**config.mk**
```make
export PLATFORM = sky130hd
export DESIGN_NAME = divrem_seq
export DESIGN_NICKNAME = d
export VERILOG_FILES = /design/src/rtl/divrem_seq.sv
export SDC_FILE = /design/constraint.sdc
export NUM_CORES = 1
export LEC_CHECK = 0
export CORE_UTILIZATION = 45
export CTS_CLUSTER_DIAMETER = 100
export CTS_CLUSTER_SIZE = 16
export DETAILED_ROUTE_END_ITERATION = 8
export PLACE_DENSITY = 0.66
export SLEW_MARGIN = 20
export SYNTH_ARGS = -nofsm -noshare
export SYNTH_HDL_FRONTEND = slang
export SYNTH_SLANG_ARGS = --single-unit
```
**constraint.sdc**
```tcl
create_clock -name clk -period 2.7 [get_ports clk]
set_input_delay 0.27 -clock clk [delete_from_list [all_inputs] [get_ports clk]]
set_output_delay 0.27 -clock clk [all_outputs]
set_load 0.01 [all_outputs]
```
**src/rtl/divrem_seq.sv**
```systemverilog
// divrem_seq: sequential signed divider, radix-2 restoring, one quotient bit
// per cycle. Divides a 2*DW-bit signed dividend by a DW-bit signed divisor and
// returns a truncated quotient (saturated to DW bits) and a remainder carrying
// the dividend's sign.
//
// Optional feature: define DIVREM_FAST_ZERO_EN to skip the iteration when the
// divisor or the dividend is zero at accept (IDLE goes straight to FIX).
//
// Ports:
//   clk        clock, rising edge
//   rst_n      asynchronous active-low reset
//   in_valid   operands present
//   in_ready   block can accept operands (high only in IDLE)
//   dividend   signed dividend, 2*DW bits
//   divisor    signed divisor, DW bits
//   out_valid  result present
//   out_ready  consumer accepts result
//   quotient   signed quotient, DW bits
//   remainder  signed remainder, DW bits
//   ovf        quotient saturated
//   dz         divide by zero
module divrem_seq #(
    parameter int unsigned DW = 8
) (
    input  logic              clk,
    input  logic              rst_n,
    input  logic              in_valid,
    output logic              in_ready,
    input  logic [2*DW-1:0]   dividend,
    input  logic [DW-1:0]     divisor,
    output logic              out_valid,
    input  logic              out_ready,
    output logic [DW-1:0]     quotient,
    output logic [DW-1:0]     remainder,
    output logic              ovf,
    output logic              dz
);

    localparam int unsigned W2 = 2 * DW;
    localparam int unsigned CW = $clog2(W2);

    localparam logic [1:0] S_IDLE = 2'd0;
    localparam logic [1:0] S_CALC = 2'd1;
    localparam logic [1:0] S_FIX  = 2'd2;
    localparam logic [1:0] S_DONE = 2'd3;

    localparam logic [W2-1:0] LIM_POS = W2'((1 << (DW - 1)) - 1);
    localparam logic [W2-1:0] LIM_NEG = W2'(1 << (DW - 1));
    localparam logic [DW-1:0] SAT_POS = {1'b0, {(DW - 1){1'b1}}};
    localparam logic [DW-1:0] SAT_NEG = {1'b1, {(DW - 1){1'b0}}};

    logic [1:0]     state, state_nxt;
    logic [CW-1:0]  cnt;
    logic           neg_dd, sign_q, dz_r;
    logic [DW-1:0]  dd_lo;
    logic [W2-1:0]  qmag;
    logic [DW:0]    mag_dv;
    logic [W2:0]    prem;

    logic           accept;
    logic [W2-1:0]  dd_abs;
    logic [DW:0]    dv_ext, dv_abs;
    logic [W2+1:0]  rem_sh, dv_wide;
    logic           take;
    logic [W2:0]    prem_nxt;
    logic [W2-1:0]  qmag_nxt;
    logic           ovf_c;
    logic [DW-1:0]  q_lo, r_lo;

    // Next-state logic
    always_comb begin
        state_nxt = state;
        case (state)
            S_IDLE: begin
                if (in_valid && in_ready) begin
`ifdef DIVREM_FAST_ZERO_EN
                    if ((divisor == '0) || (dividend == '0)) state_nxt = S_FIX;
                    else                                     state_nxt = S_CALC;
`else
                    state_nxt = S_CALC;
`endif
                end
            end
            S_CALC:  if (cnt == CW'(W2 - 1)) state_nxt = S_FIX;
            S_FIX:   state_nxt = S_DONE;
            S_DONE:  if (out_ready) state_nxt = S_IDLE;
            default: state_nxt = S_IDLE;
        endcase
    end

    // Operand magnitudes, one restoring step, and sign/range fix-up
    always_comb begin
        accept   = in_valid && in_ready;
        dd_abs   = dividend[W2-1] ? W2'(-dividend) : dividend;
        dv_ext   = {divisor[DW-1], divisor};
        dv_abs   = dv_ext[DW] ? (DW+1)'(-dv_ext) : dv_ext;

        // Full-width shift keeps every partial-remainder bit in the compare
        rem_sh   = {prem, qmag[W2-1]};
        dv_wide  = (W2+2)'(mag_dv);
        take     = (rem_sh >= dv_wide);
        prem_nxt = take ? (W2+1)'(rem_sh - dv_wide) : (W2+1)'(rem_sh);
        qmag_nxt = {qmag[W2-2:0], take};

        // Negative quotients may reach one step further than positive ones
        ovf_c    = sign_q ? (qmag > LIM_NEG) : (qmag > LIM_POS);
        q_lo     = sign_q ? DW'(-qmag[DW-1:0]) : qmag[DW-1:0];
        r_lo     = neg_dd ? DW'(-prem[DW-1:0]) : prem[DW-1:0];
    end

    // State register and handshake outputs
    always_ff @(posedge clk or negedge rst_n) begin
        if (!rst_n) begin
            state     <= S_IDLE;
            in_ready  <= 1'b1;
            out_valid <= 1'b0;
        end else begin
            state    <= state_nxt;
            in_ready <= (state_nxt == S_IDLE);
            if (state == S_FIX)
                out_valid <= 1'b1;
            else if ((state == S_DONE) && out_ready)
                out_valid <= 1'b0;
        end
    end

    // Datapath registers
    always_ff @(posedge clk or negedge rst_n) begin
        if (!rst_n) begin
            cnt       <= '0;
            neg_dd    <= 1'b0;
            sign_q    <= 1'b0;
            dz_r      <= 1'b0;
            dd_lo     <= '0;
            qmag      <= '0;
            mag_dv    <= '0;
            prem      <= '0;
            quotient  <= '0;
            remainder <= '0;
            ovf       <= 1'b0;
            dz        <= 1'b0;
        end else begin
            case (state)
                S_IDLE: begin
                    if (accept) begin
                        neg_dd <= dividend[W2-1];
                        sign_q <= dividend[W2-1] ^ divisor[DW-1];
                        dz_r   <= (divisor == '0);
                        dd_lo  <= dividend[DW-1:0];
                        qmag   <= dd_abs;
                        mag_dv <= dv_abs;
                        prem   <= '0;
                        cnt    <= '0;
                    end
                end
                S_CALC: begin
                    prem <= prem_nxt;
                    qmag <= qmag_nxt;
                    cnt  <= cnt + CW'(1);
                end
                S_FIX: begin
                    if (dz_r) begin
                        quotient  <= neg_dd ? SAT_NEG : SAT_POS;
                        remainder <= dd_lo;
                        ovf       <= 1'b0;
                        dz        <= 1'b1;
                    end else begin
                        quotient  <= ovf_c ? (sign_q ? SAT_NEG : SAT_POS) : q_lo;
                        remainder <= r_lo;
                        ovf       <= ovf_c;
                        dz        <= 1'b0;
                    end
                end
                default: ;
            endcase
        end
    end

endmodule

```
# [After elaboration in Yosys (flattened, before gate mapping)]
# Cells that the tools add are included.
[word_totals] reg_bits=79 latchBits=0 ramBits=0 romBits=0 input_bits=28 memories=0
[classes] addsub=6 multipliers=0 n_div=0 order_cmp=3 n_eq_ne=5 shifts=0 muxes=25 bitwise=1 reduce_logical=9
[op_table] op="two-way mux 8 bit" count=7
[op_table] op="two-way mux 17 bit" count=2
[op_table] op="one-hot mux 17 bit (2 select lines)" count=1
[op_table] op="two-way mux 16 bit" count=2
[op_table] op="one-hot mux 16 bit (2 select lines)" count=1
[op_table] op="greater-or-equal comparator 18 x 9 -> 1 bit" count=1
[op_table] op="subtractor 17 x 9 -> 17 bit" count=1
[op_table] op="> comparator 16 x 7 -> 1 bit (second input constant)" count=1
[op_table] op="> comparator 16 x 8 -> 1 bit (second input constant)" count=1
[op_table] op="negation 16 bit" count=1
[op_table] op="negation 8 bit" count=2
[op_table] op="two-way mux 9 bit" count=1
[op_table] op="negation 9 bit" count=1
[op_table] op="logical NOT 8 bit" count=1
[op_table] op="one-hot mux 2 bit (4 select lines)" count=1
[op_table] op="one-hot mux 4 bit (2 select lines)" count=1
[op_table] op="two-way mux 2 bit" count=3
[op_table] op="two-way mux 1 bit" count=5
[op_table] op="adder 4 x 1 -> 4 bit (second input constant)" count=1
[op_table] op="== test 2 bit (second input constant)" count=2
[op_table] op="== test 4 bit (second input constant)" count=1
[op_table] op="logical NOT 2 bit" count=2
[op_table] op="two-way mux 4 bit" count=1
[op_table] op="AND reduction 2 bit" count=2
[op_table] op="5 further kinds" count=7

# [Longest topological paths before layout]
[logic_depth] word_depth=4 ltp_mapped=11 ltp_nobuf=10

# [Worst setup path after synthesis]
# OpenSTA, ideal clock, no wires.
[synth_path] path_type="reg-to-reg" start="reg qmag[15]" end="reg prem[2]" setup_ns=0.135 t_arrival_ns=2.243 slack_ns=0.322 stages_incl_launch_ff=12 n_path_buf=1 period_less_slack_ns=2.378 cell_sequence="dfrtp_1 -> inv_1 -> ha_1 -> inv_1 -> fa_1 -> and3_1 -> nor2_1 -> o21ai_2 -> or3_1 -> buf_2 -> mux2i_1 -> o21ai_0"
[synth_between] elab_chain_cells=3
[synth_lines] item="start: declaration" line="56" source="logic [W2-1:0] qmag;"
[synth_lines] item="start signal: assignment" line="150" source="qmag <= dd_abs;"
[synth_lines] item="start signal: assignment" line="158" source="qmag <= qmag_nxt;"
[synth_lines] item="subtractor 17 x 9 -> 17 bit or greater-or-equal comparator 18 x 9 -> 1 bit (tied branches)" line="102, 101"
[synth_lines] item="two-way mux 17 bit *" line="102" source="prem_nxt = take ? (W2+1)'(rem_sh - dv_wide) : (W2+1)'(rem_sh);"
[synth_lines] item="one-hot mux 17 bit (2 select lines) *" line="143" source="case (state)"
[synth_lines] item="end signal: assignment" line="157" source="prem <= prem_nxt;"
[synth_lines] item="end: declaration" line="58" source="logic [W2:0] prem;"
# Every way passes the cells marked *; elsewhere a longest branch is shown, timed or not.
# A chain may end at the register's enable or synchronous reset.

# [Worst setup path in the final report]
[layout_path] start="reg qmag[15]" end="reg prem[6]"
# The elaborated chain is that of the path after synthesis.

==> metrics.csv <==
metric,value,unit
Synth Area in Compound Gates,21.0,%
CP arrival,2700,ps
Synth top area share,41.5,%
Setup TNS,0,ps
Final WS setup,241,ps
RSZ-0062 raised after global routing,no,
"area leader, netlist",dfrtp_1,
final design instance area without fill,0.00553,mm2
Hold/Removal Path Class,primary input to asynchronous set/reset pin,
Final Slew Violations,0,
clock skew,8.92,ps
Syn. warnings,0,
multiplexer area fraction after synthesis,2.55,%
Post-route DRC,0,
Die X,104,um
Peak VDD IR,0.000525,V
Leak Pwr,2.36,nW
simple-gate share of the synthesized area,19.8,%
final cell utilization of the core,55.6,%
relative slew slack,46.9,%
final hold viol count,0,
"Reg clk slew, reported paths",90,ps
worst r2r path cells,10,
CTS tree,built,
Yosys cell types,63,
Setup crit start,qmag[15],
Max Cap Viol,0,
FP Rows,36,
synth top area cells,"dfrtp_1 (41%), o21ai_0 (7.2%), nand2_1 (6.1%)",
largest family of logic cells by synthesized area,compound AO/OA/AOI/OAI gates,
"Top FF cell, synth",dfrtp_1,
Worst-Skew Late Latency,360,ps
DRT Pass-1 Iters,5,
Synth Net Count,580,
min Tclk post-route,2460,ps
largest net degree at the start of global routing,80,
initial antenna violation count,0,
Post-synth EDFFs,0,
Power Density,1210,mW/mm2
die area,0.0109,mm2
layout cells sized above 1,7.39,%
DP HPWL,7860,um
ant diodes,0,
Startpoint Class,flop,
crit end category,flop,
post-route clock period utilization,91.1,%
GRT overflow,0,
number of DRC markers in iteration 0,138,
Avg WL per Cell,15.2,um
total CTS buffers,9,
# setup viols final,0,
RR Startpoint,qmag[15],
first-pass GRT wire length,18600,um
H-tree depth,3,
number of global-route vias before repair,3825,
Placement Cell Area,0.00531,mm2
layout net count,620,
clk root buf,clkbuf_8,
Detail Route Antenna Nets,0,
Starting Density,47.3,%
register area share after synthesis,42.0,%
post-synthesis xor/xnor area fraction,6.14,%
port bufs,47,
Core Box Area,0.00995,mm2
register bit count reported by yosys,79,
pre-CTS WS,68.4,ps
"FFs w/ async S/R, synth",100,%
gr usage total,21.2,%
critical setup path kind,flop to flop,
"critical path fanouts, max",8,
Layout area overhead,17.5,%
I/O pin count,48,
Worst Path Required,2940,ps
clk sinks,79,
post-synthesis cell area,0.00471,mm2
vias post-DR,4015,
average size of a mapped cell,8.77,um2
Tightest Pin Transition,796,ps
"wirelength, routed",10900,um
Achievable Freq,407,MHz
DR vias/cell,5.62,
Final Wtd Congestion,0.858,
adder and majority gate portion of the synthesized area,4.15,%
run status,finished clean,
cell count after synthesis,537,
CTS max path bufs,2,
chip height,104,um
[registers in the layout, summed over array words and instances (netlist names)]
signal,cells
out_valid,1
prem,17
quotient,8
state,2
in_ready,1
dz,1
dd_lo,8
mag_dv,9
remainder,8
dz_r,1
neg_dd,1
cnt,4
qmag,16
sign_q,1
ovf,1
[worst max-delay path, cell delays in order (launching register included)]
cell     delay (ps)
dfrtp_1         380
inv_1            90
ha_1            180
inv_1            50
fa_1            380
and3_1          210
nor2_2          170
o21ai_2         150
or3_4           470
mux2i_1         180
o21ai_0          90
[cells in the final DEF, fill, tap and decap left out, drive strengths merged, types with 14 or more instances in the layout]
master         netlist  routed
a21oi               25      25
a22oi               14      14
clkdlybuf4s50        0      46
dfrtp               78      78
ha                  14      14
inv                 20      23
nand2               77      77
nand3               27      27
nor2                36      36
o21ai               70      70
xor2                22      22
[cell usage after synthesis, drive strengths merged (2+ instances only)]
library cell,instances
nand2b,5
o211ai,3
a22oi,14
or3,8
nor3,7
o41ai,2
buf,4
inv,20
mux2i,12
nand4b,3
o31ai,10
and3,3
nand2,77
a221oi,3
nor2,36
nor4b,2
nor2b,4
or4,7
o311ai,2
o21ai,70
a21o,4
xnor2,11
xor2,22
a21oi,25
a21boi,2
o21a,2
nand3,27
nor4,2
dfrtp,78
or4b,2
nand4,2
clkbuf,27
a31oi,2
ha,14
o221ai,2
a2111oi,2
and2,2
o22ai,2
o22a,3
[layer usage]
layer  part of all wire (%)  global-route usage, %  up-vias  routed length (um)
met5                      0                      0        -                   0
met4                    1.3                   6.12        0                 138
met3                    4.3                   4.51       10                 467
met2                     47                   34.7       88                5120
met1                     47                   28.2     1914                5130
li1                       -                      -     2003                   -
[what timing repair did]
action / in CTS / in global routing
setup endpoints to repair: 0 / 6
hold buffers: 0 / 1
gates resized for setup: 0 / 2
endpoints found under the hold margin: 0 / 45
setup buffers: 0 / 0
[cells by family after synthesis]
logic type / count (synthesis)
buffers and inverters: 51
adder cells (fa/ha/maj): 15
multiplexers: 12
AO/OA/AOI/OAI: 154
flip-flops: 79
XOR/XNOR: 33
AND/OR/NAND/NOR: 193
[metrics by stage]
stage / hold slack [ps] / power (mW) / instances
final: 453 / 6.69 / 715
after global routing: 490 / 7.33 / 715
after CTS: 111 / 6.71 / 713
after detailed placement: 463 / 5.87 / 697
after global placement: 459 / 5.75 / 697
after floorplan: -25.6 / 4.76 / 537
[final timing paths]
check,to,slack [ps]
worst max-delay path,prem[6],240
worst min register to register,ovf,480
max in group asynchronous,dd_lo[1],1640
worst max register to register,prem[6],240
worst min-delay path,qmag[6],450
min in group clk,ovf,480
[power breakdown]
part           leakage, nW  switching, mW  internal (mW)  total (mW)
combinational         1.30           1.99           1.62        3.61
sequential           0.979          0.519           1.74        2.26
clock               0.0866          0.478          0.343       0.821
[final cells by class]
cell class,count,area [um2]
inverter,20,75.1
multi-input combinational,407,2540
tap,133,166
sequential,79,1980
fill,922,4420
clock inverter,7,55.1
timing repair buffer,60,593
clock buffer,9,124
Note: power is estimated with default switching activity, not from simulation.
==> variant 1, RTL diff (same settings) <==
The option `DIVREM_FAST_ZERO_EN` is turned on by a define.
--- a/src/rtl/divrem_seq.sv
+++ b/src/rtl/divrem_seq.sv
@@ -20,4 +20,6 @@
 //   ovf        quotient saturated
 //   dz         divide by zero
+`define DIVREM_FAST_ZERO_EN
+
 module divrem_seq #(
     parameter int unsigned DW = 8
Function: changed (a bounded check fails within 4 cycles, from zero or initial values and one cycle with rst_n low).
==> variant 1 against the unedited design <==
Sequential cell count is the same. Sequential power up 3%. Via count increased by 6.4%. Synthesized area increased by 2.9%. Non-clock buffer count grew 4. Cell area up 4.5%. Total power is 11% higher. Cell count is 4.5% higher. Hold slack better by 0.026 ns. Worst setup slack got worse by 0.038 ns. Routed wire length is 8.1% higher.
==> variant 1: results (changes against the unedited design) <==
Post-synth top cells: 80 x nand2_1, 78 x dfrtp_1, 61 x o21ai_0
vias in the first global route: 4011 (+4.9%)
count of cell types in the netlist: 60 (-4.8%)
via/cell ratio: 5.718 (+1.8%)
Synth area leaders: dfrtp_1 40%, o21ai_0 6.3%, nand2_1 6.2%
Synth async-reset ratio: 100.0% (unchanged)
clock slew at reported path FFs: 0.08 ns
clock skew: 0.008355 ns (-0.0005673 ns)
syn_nets: 609 (+5.0%)
DRT Pass-1 Iters: 6 (+1)
share of the synthesized area in the top cell type: 40.31% (-1.2 points)
Cells after Synth: 566 (+5.4%)
crit-path max cell delay: 0.40 ns (-0.07 ns)
Slew @ Worst Pin: 0.9714 ns (+0.1753 ns)
CP delay by family, top: simple AND/OR/NAND/NOR gates
DR iter-0 viols: 249 (+80%)
Post-CTS Setup Bufs: 0 (unchanged)
Worst Path Arrival: 2.75 ns (+0.05 ns)
nets@finish: 649 (+4.7%)
Routed wire per std cell: 15.71 um (+3.5%)
largest registers: prem: 17 flops, qmag: 16 flops, mag_dv: 9 flops
global-route wire length before repair: 19910 um (+7.3%)
fill count: 970 (+5.2%)
maximum clock insertion buffer count: 2 (unchanged)
initial antenna violation count: 0 (unchanged)
cts bufs inserted: 9 (unchanged)
ANT cells: 0 (unchanged)
status: finished clean
Root Driver: clkbuf_8
Cells after DPL: 730 (+4.7%)
leakage power: 2.497 nW (+5.6%)
H-tree depth: 3 (unchanged)
Max FO, Critical Path: 5 (-3)
worst skew pair latency: 0.37 ns
non-filler cells in the finished layout: 747 (+4.5%)
layout cells sized above 1: 7.529% (+0.14 points)
Seq/Total Area, Yosys: 40.85% (-1.2 points)
DP Wirelength: 8437 um (+7.3%)
Syn. warnings: 0 (unchanged)
placer congestion estimate: 0.8637 (+0.70%)
largest net degree at the start of global routing: 80 (unchanged)
Worst IR Drop VDD: 0.5716 mV (+8.8%)
GR Util All Layers: 22.63% (+1.4 points)
# port buffers: 47 (unchanged)
Worst path slowest cell: dfrtp_1
[variant 1: changes by cell type after synthesis, moves of 4 or more]
cell,before,now
o21ai_0,68,61
inv_1,20,26
nor3_1,6,12
nor4_1,2,8
a21oi_1,25,30
buf_1,0,4
[variant 1: stage by stage]
| stage | util, % | total power, W | hold WS, ns | area (um^2) | worst slack, ns |
|---|---|---|---|---|---|
| 2_1_floorplan | - | 0.004985 | -0.02559 | 4842 | 0.3921 |
| 3_3_place_gp | 52.70 | 0.006032 | 0.4609 | 5465 | 0.1829 |
| 3_5_place_dp | 52.70 | 0.006138 | 0.4637 | 5465 | 0.1200 |
| 4_1_cts | 55.53 | 0.007429 | 0.1119 | 5758 | 0.1104 |
| 5_1_grt | 55.74 | 0.008090 | 0.5022 | 5781 | 0.01360 |
| 6_report | 55.74 | 0.007425 | 0.4793 | 5781 | 0.2028 |
[variant 1: final timing paths]
path / startpoint / endpoint / slack, ns / depth (start not counted)
min: rst_n / quotient[6] / 0.48 / 2
max reg2reg: qmag[15] / prem[1] / 0.20 / 10
max in group asynchronous: rst_n / qmag[9] / 1.70 / 2
min reg2reg: out_valid / out_valid / 0.48 / 2
min in group clk: out_valid / out_valid / 0.48 / 2
max: qmag[15] / prem[1] / 0.20 / 10
[variant 1: what timing repair did]
action | 4_1_cts | 5_1_grt
endpoints found under the setup margin | 0 | 1
endpoints found under the hold margin | 0 | 9
hold buffers | 0 | 1
gates resized for setup | 0 | 1
[variant 1: area by class of cell]
class | count | share of cell area, %
inverter | 26 | 1.688
timing repair buffer | 64 | 10.41
tap | 136 | 2.944
multi-input combinational | 426 | 45.67
clock buffer | 10 | 2.381
clock inverter | 6 | 2.684
sequential | 79 | 34.22
[variant 1: kinds of logic (layout without fill, tap and decap cells)]
family / after synthesis / count (layout) / share of synthesized area [%]
adder cells (fa/ha/maj): 15 / 15 / 4.031
AND/OR/NAND/NOR: 213 / 213 / 21.89
AO/OA/AOI/OAI: 151 / 151 / 19.53
multiplexers: 15 / 15 / 3.101
buffers and inverters: 61 / 106 / 4.806
flip-flops: 79 / 79 / 40.85
XOR/XNOR: 32 / 32 / 5.788
[variant 1: metal layers]
layer / vias to the layer above / wire [um] / GRT usage (%)
li1: 2106 / - / -
met1: 2040 / 5510 / 30.22
met2: 112 / 5442 / 36.88
met3: 13 / 564 / 3.587
met4: 0 / 220 / 8.631
met5: - / 0 / 0
[variant 1: power breakdown]
| group | internal, W | total (W) | switching (W) | leakage, nW |
|---|---|---|---|---|
| combinational | 0.00173 | 0.00383 | 0.00211 | 1.37 |
| sequential | 0.00175 | 0.00232 | 0.000562 | 0.977 |
| clock | 0.000825 | 0.00128 | 0.000452 | 0.146 |
==> variant 2, RTL diff (same settings) <==
Without the edit above. Register the output `ovf` once more, cleared by the reset; this adds one clock of latency there. The other outputs are not delayed to match.
--- a/src/rtl/divrem_seq.sv
+++ b/src/rtl/divrem_seq.sv
@@ -49,4 +49,6 @@
     localparam logic [DW-1:0] SAT_POS = {1'b0, {(DW - 1){1'b1}}};
     localparam logic [DW-1:0] SAT_NEG = {1'b1, {(DW - 1){1'b0}}};
+
+    logic ovf_s0;
 
     logic [1:0]     state, state_nxt;
@@ -138,5 +140,5 @@
             quotient  <= '0;
             remainder <= '0;
-            ovf       <= 1'b0;
+            ovf_s0    <= 1'b0;
             dz        <= 1'b0;
         end else begin
@@ -163,10 +165,10 @@
                         quotient  <= neg_dd ? SAT_NEG : SAT_POS;
                         remainder <= dd_lo;
-                        ovf       <= 1'b0;
+                        ovf_s0    <= 1'b0;
                         dz        <= 1'b1;
                     end else begin
                         quotient  <= ovf_c ? (sign_q ? SAT_NEG : SAT_POS) : q_lo;
                         remainder <= r_lo;
-                        ovf       <= ovf_c;
+                        ovf_s0    <= ovf_c;
                         dz        <= 1'b0;
                     end
@@ -177,4 +179,12 @@
     end
 
+    always_ff @(posedge clk or negedge rst_n) begin
+        if (!rst_n) begin
+            ovf <= '0;
+        end else begin
+            ovf <= ovf_s0;
+        end
+    end
+
 endmodule
 
Function: no difference found for any inputs over 10 cycles, from zero or initial values and one cycle with rst_n low; that may be too few to reach the edited logic, so the function may still have changed.
==> variant 2 against the unedited design <==
Clock power is 13% higher. Cell area increased by 1.7%. Synthesized area rose by 1.1%. Routed wire length rose by 6.1%. Total power is 4.8% higher. Worst setup slack lost 0.047 ns. Sequential cell count grew 1. Hold slack got worse by 0.064 ns. Critical path type unchanged. Critical endpoint is now prem[4]. Largest cell class unchanged.
==> variant 2: results (changes against the unedited design) <==
met1 Use GR: 30.18% (+2.0 points)
Routed wire per std cell: 15.81 um (+4.1%)
Worst path slowest cell: fa_1
Synth area leaders: dfrtp_1 42%, o21ai_0 6.6%, nand2_1 6.4%
syn_nets: 588 (+1.4%)
adder-cell share of the synthesized area: 4.103% (-0.044 points)
metal3 WL: 344 um (-26%)
M2 GR Usage: 37.18% (+2.5 points)
Met2 Routed Length: 5417 um (+5.7%)
clock skew: 0.01431 ns (+0.005386 ns)
M1 WL: 5402 um (+5.3%)
status: finished clean
compound-gate portion of the synthesized area: 20.83% (-0.14 points)
nets@finish: 631 (+1.8%)
DR iter-0 viols: 183 (+33%)
Seq/Total Area, Yosys: 42.11% (+0.084 points)
crit-path max cell delay: 0.42 ns (-0.05 ns)
leakage power: 2.412 nW (+2.0%)
multiplexer area fraction after synthesis: 2.341% (-0.21 points)
GR Util All Layers: 22.78% (+1.6 points)
Min-Delay Path Class: reg2reg
CP delay by family, top: compound AO/OA/AOI/OAI gates
Worst IR Drop VDD: 0.5701 mV (+8.5%)
reg2reg path depth: 11 (+1)
setup slack, reg-to-reg: 0.19 ns (-0.05 ns)
DP Wirelength: 8466 um (+7.7%)
vias in the first global route: 4078 (+6.6%)
fill count: 965 (+4.7%)
Worst Path Arrival: 2.74 ns (+0.04 ns)
largest net degree at the start of global routing: 81 (+1.3%)
via/cell ratio: 5.650 (+0.62%)
count of cell types in the netlist: 57 (-9.5%)
Synth Area in XOR/XNOR: 6.444% (+0.30 points)
global-route wire length before repair: 20040 um (+8.0%)
-- variant 2: changes by cell type after synthesis, moves of 4 or more --
cell      before  now
buf_1          0    4
o21ai_0       68   63
nand2_1       77   81
clkbuf_1      27   20
o211ai_2       0    5
a221o_1        0    4
xor2_1        22   26
-- variant 2: through the flow --
step	hold WS, ns	cells	setup slack, ns	power, W	instance area [um^2]
floorplan	-0.02559	545	0.2495	0.004901	4757
global route	0.4113	729	0.006734	0.007676	5625
detailed placement	0.3730	711	0.1348	0.006075	5388
finish	0.3899	729	0.1941	0.007013	5625
global placement	0.3691	711	0.1635	0.005955	5388
CTS	0.1113	727	0.09999	0.007014	5590
-- variant 2: where the power goes --
group          total, W  internal [W]  switching [W]
sequential      0.00233       0.00178       0.000549
clock          0.000931      0.000437       0.000494
combinational   0.00375       0.00172        0.00204
-- variant 2: area by class of cell --
class	instances	share of cell area (%)
clock inverter	7	1.401
tap	136	3.025
inverter	23	1.535
clock buffer	9	2.202
timing repair buffer	61	10.68
multi-input combinational	413	45.55
sequential	80	35.61
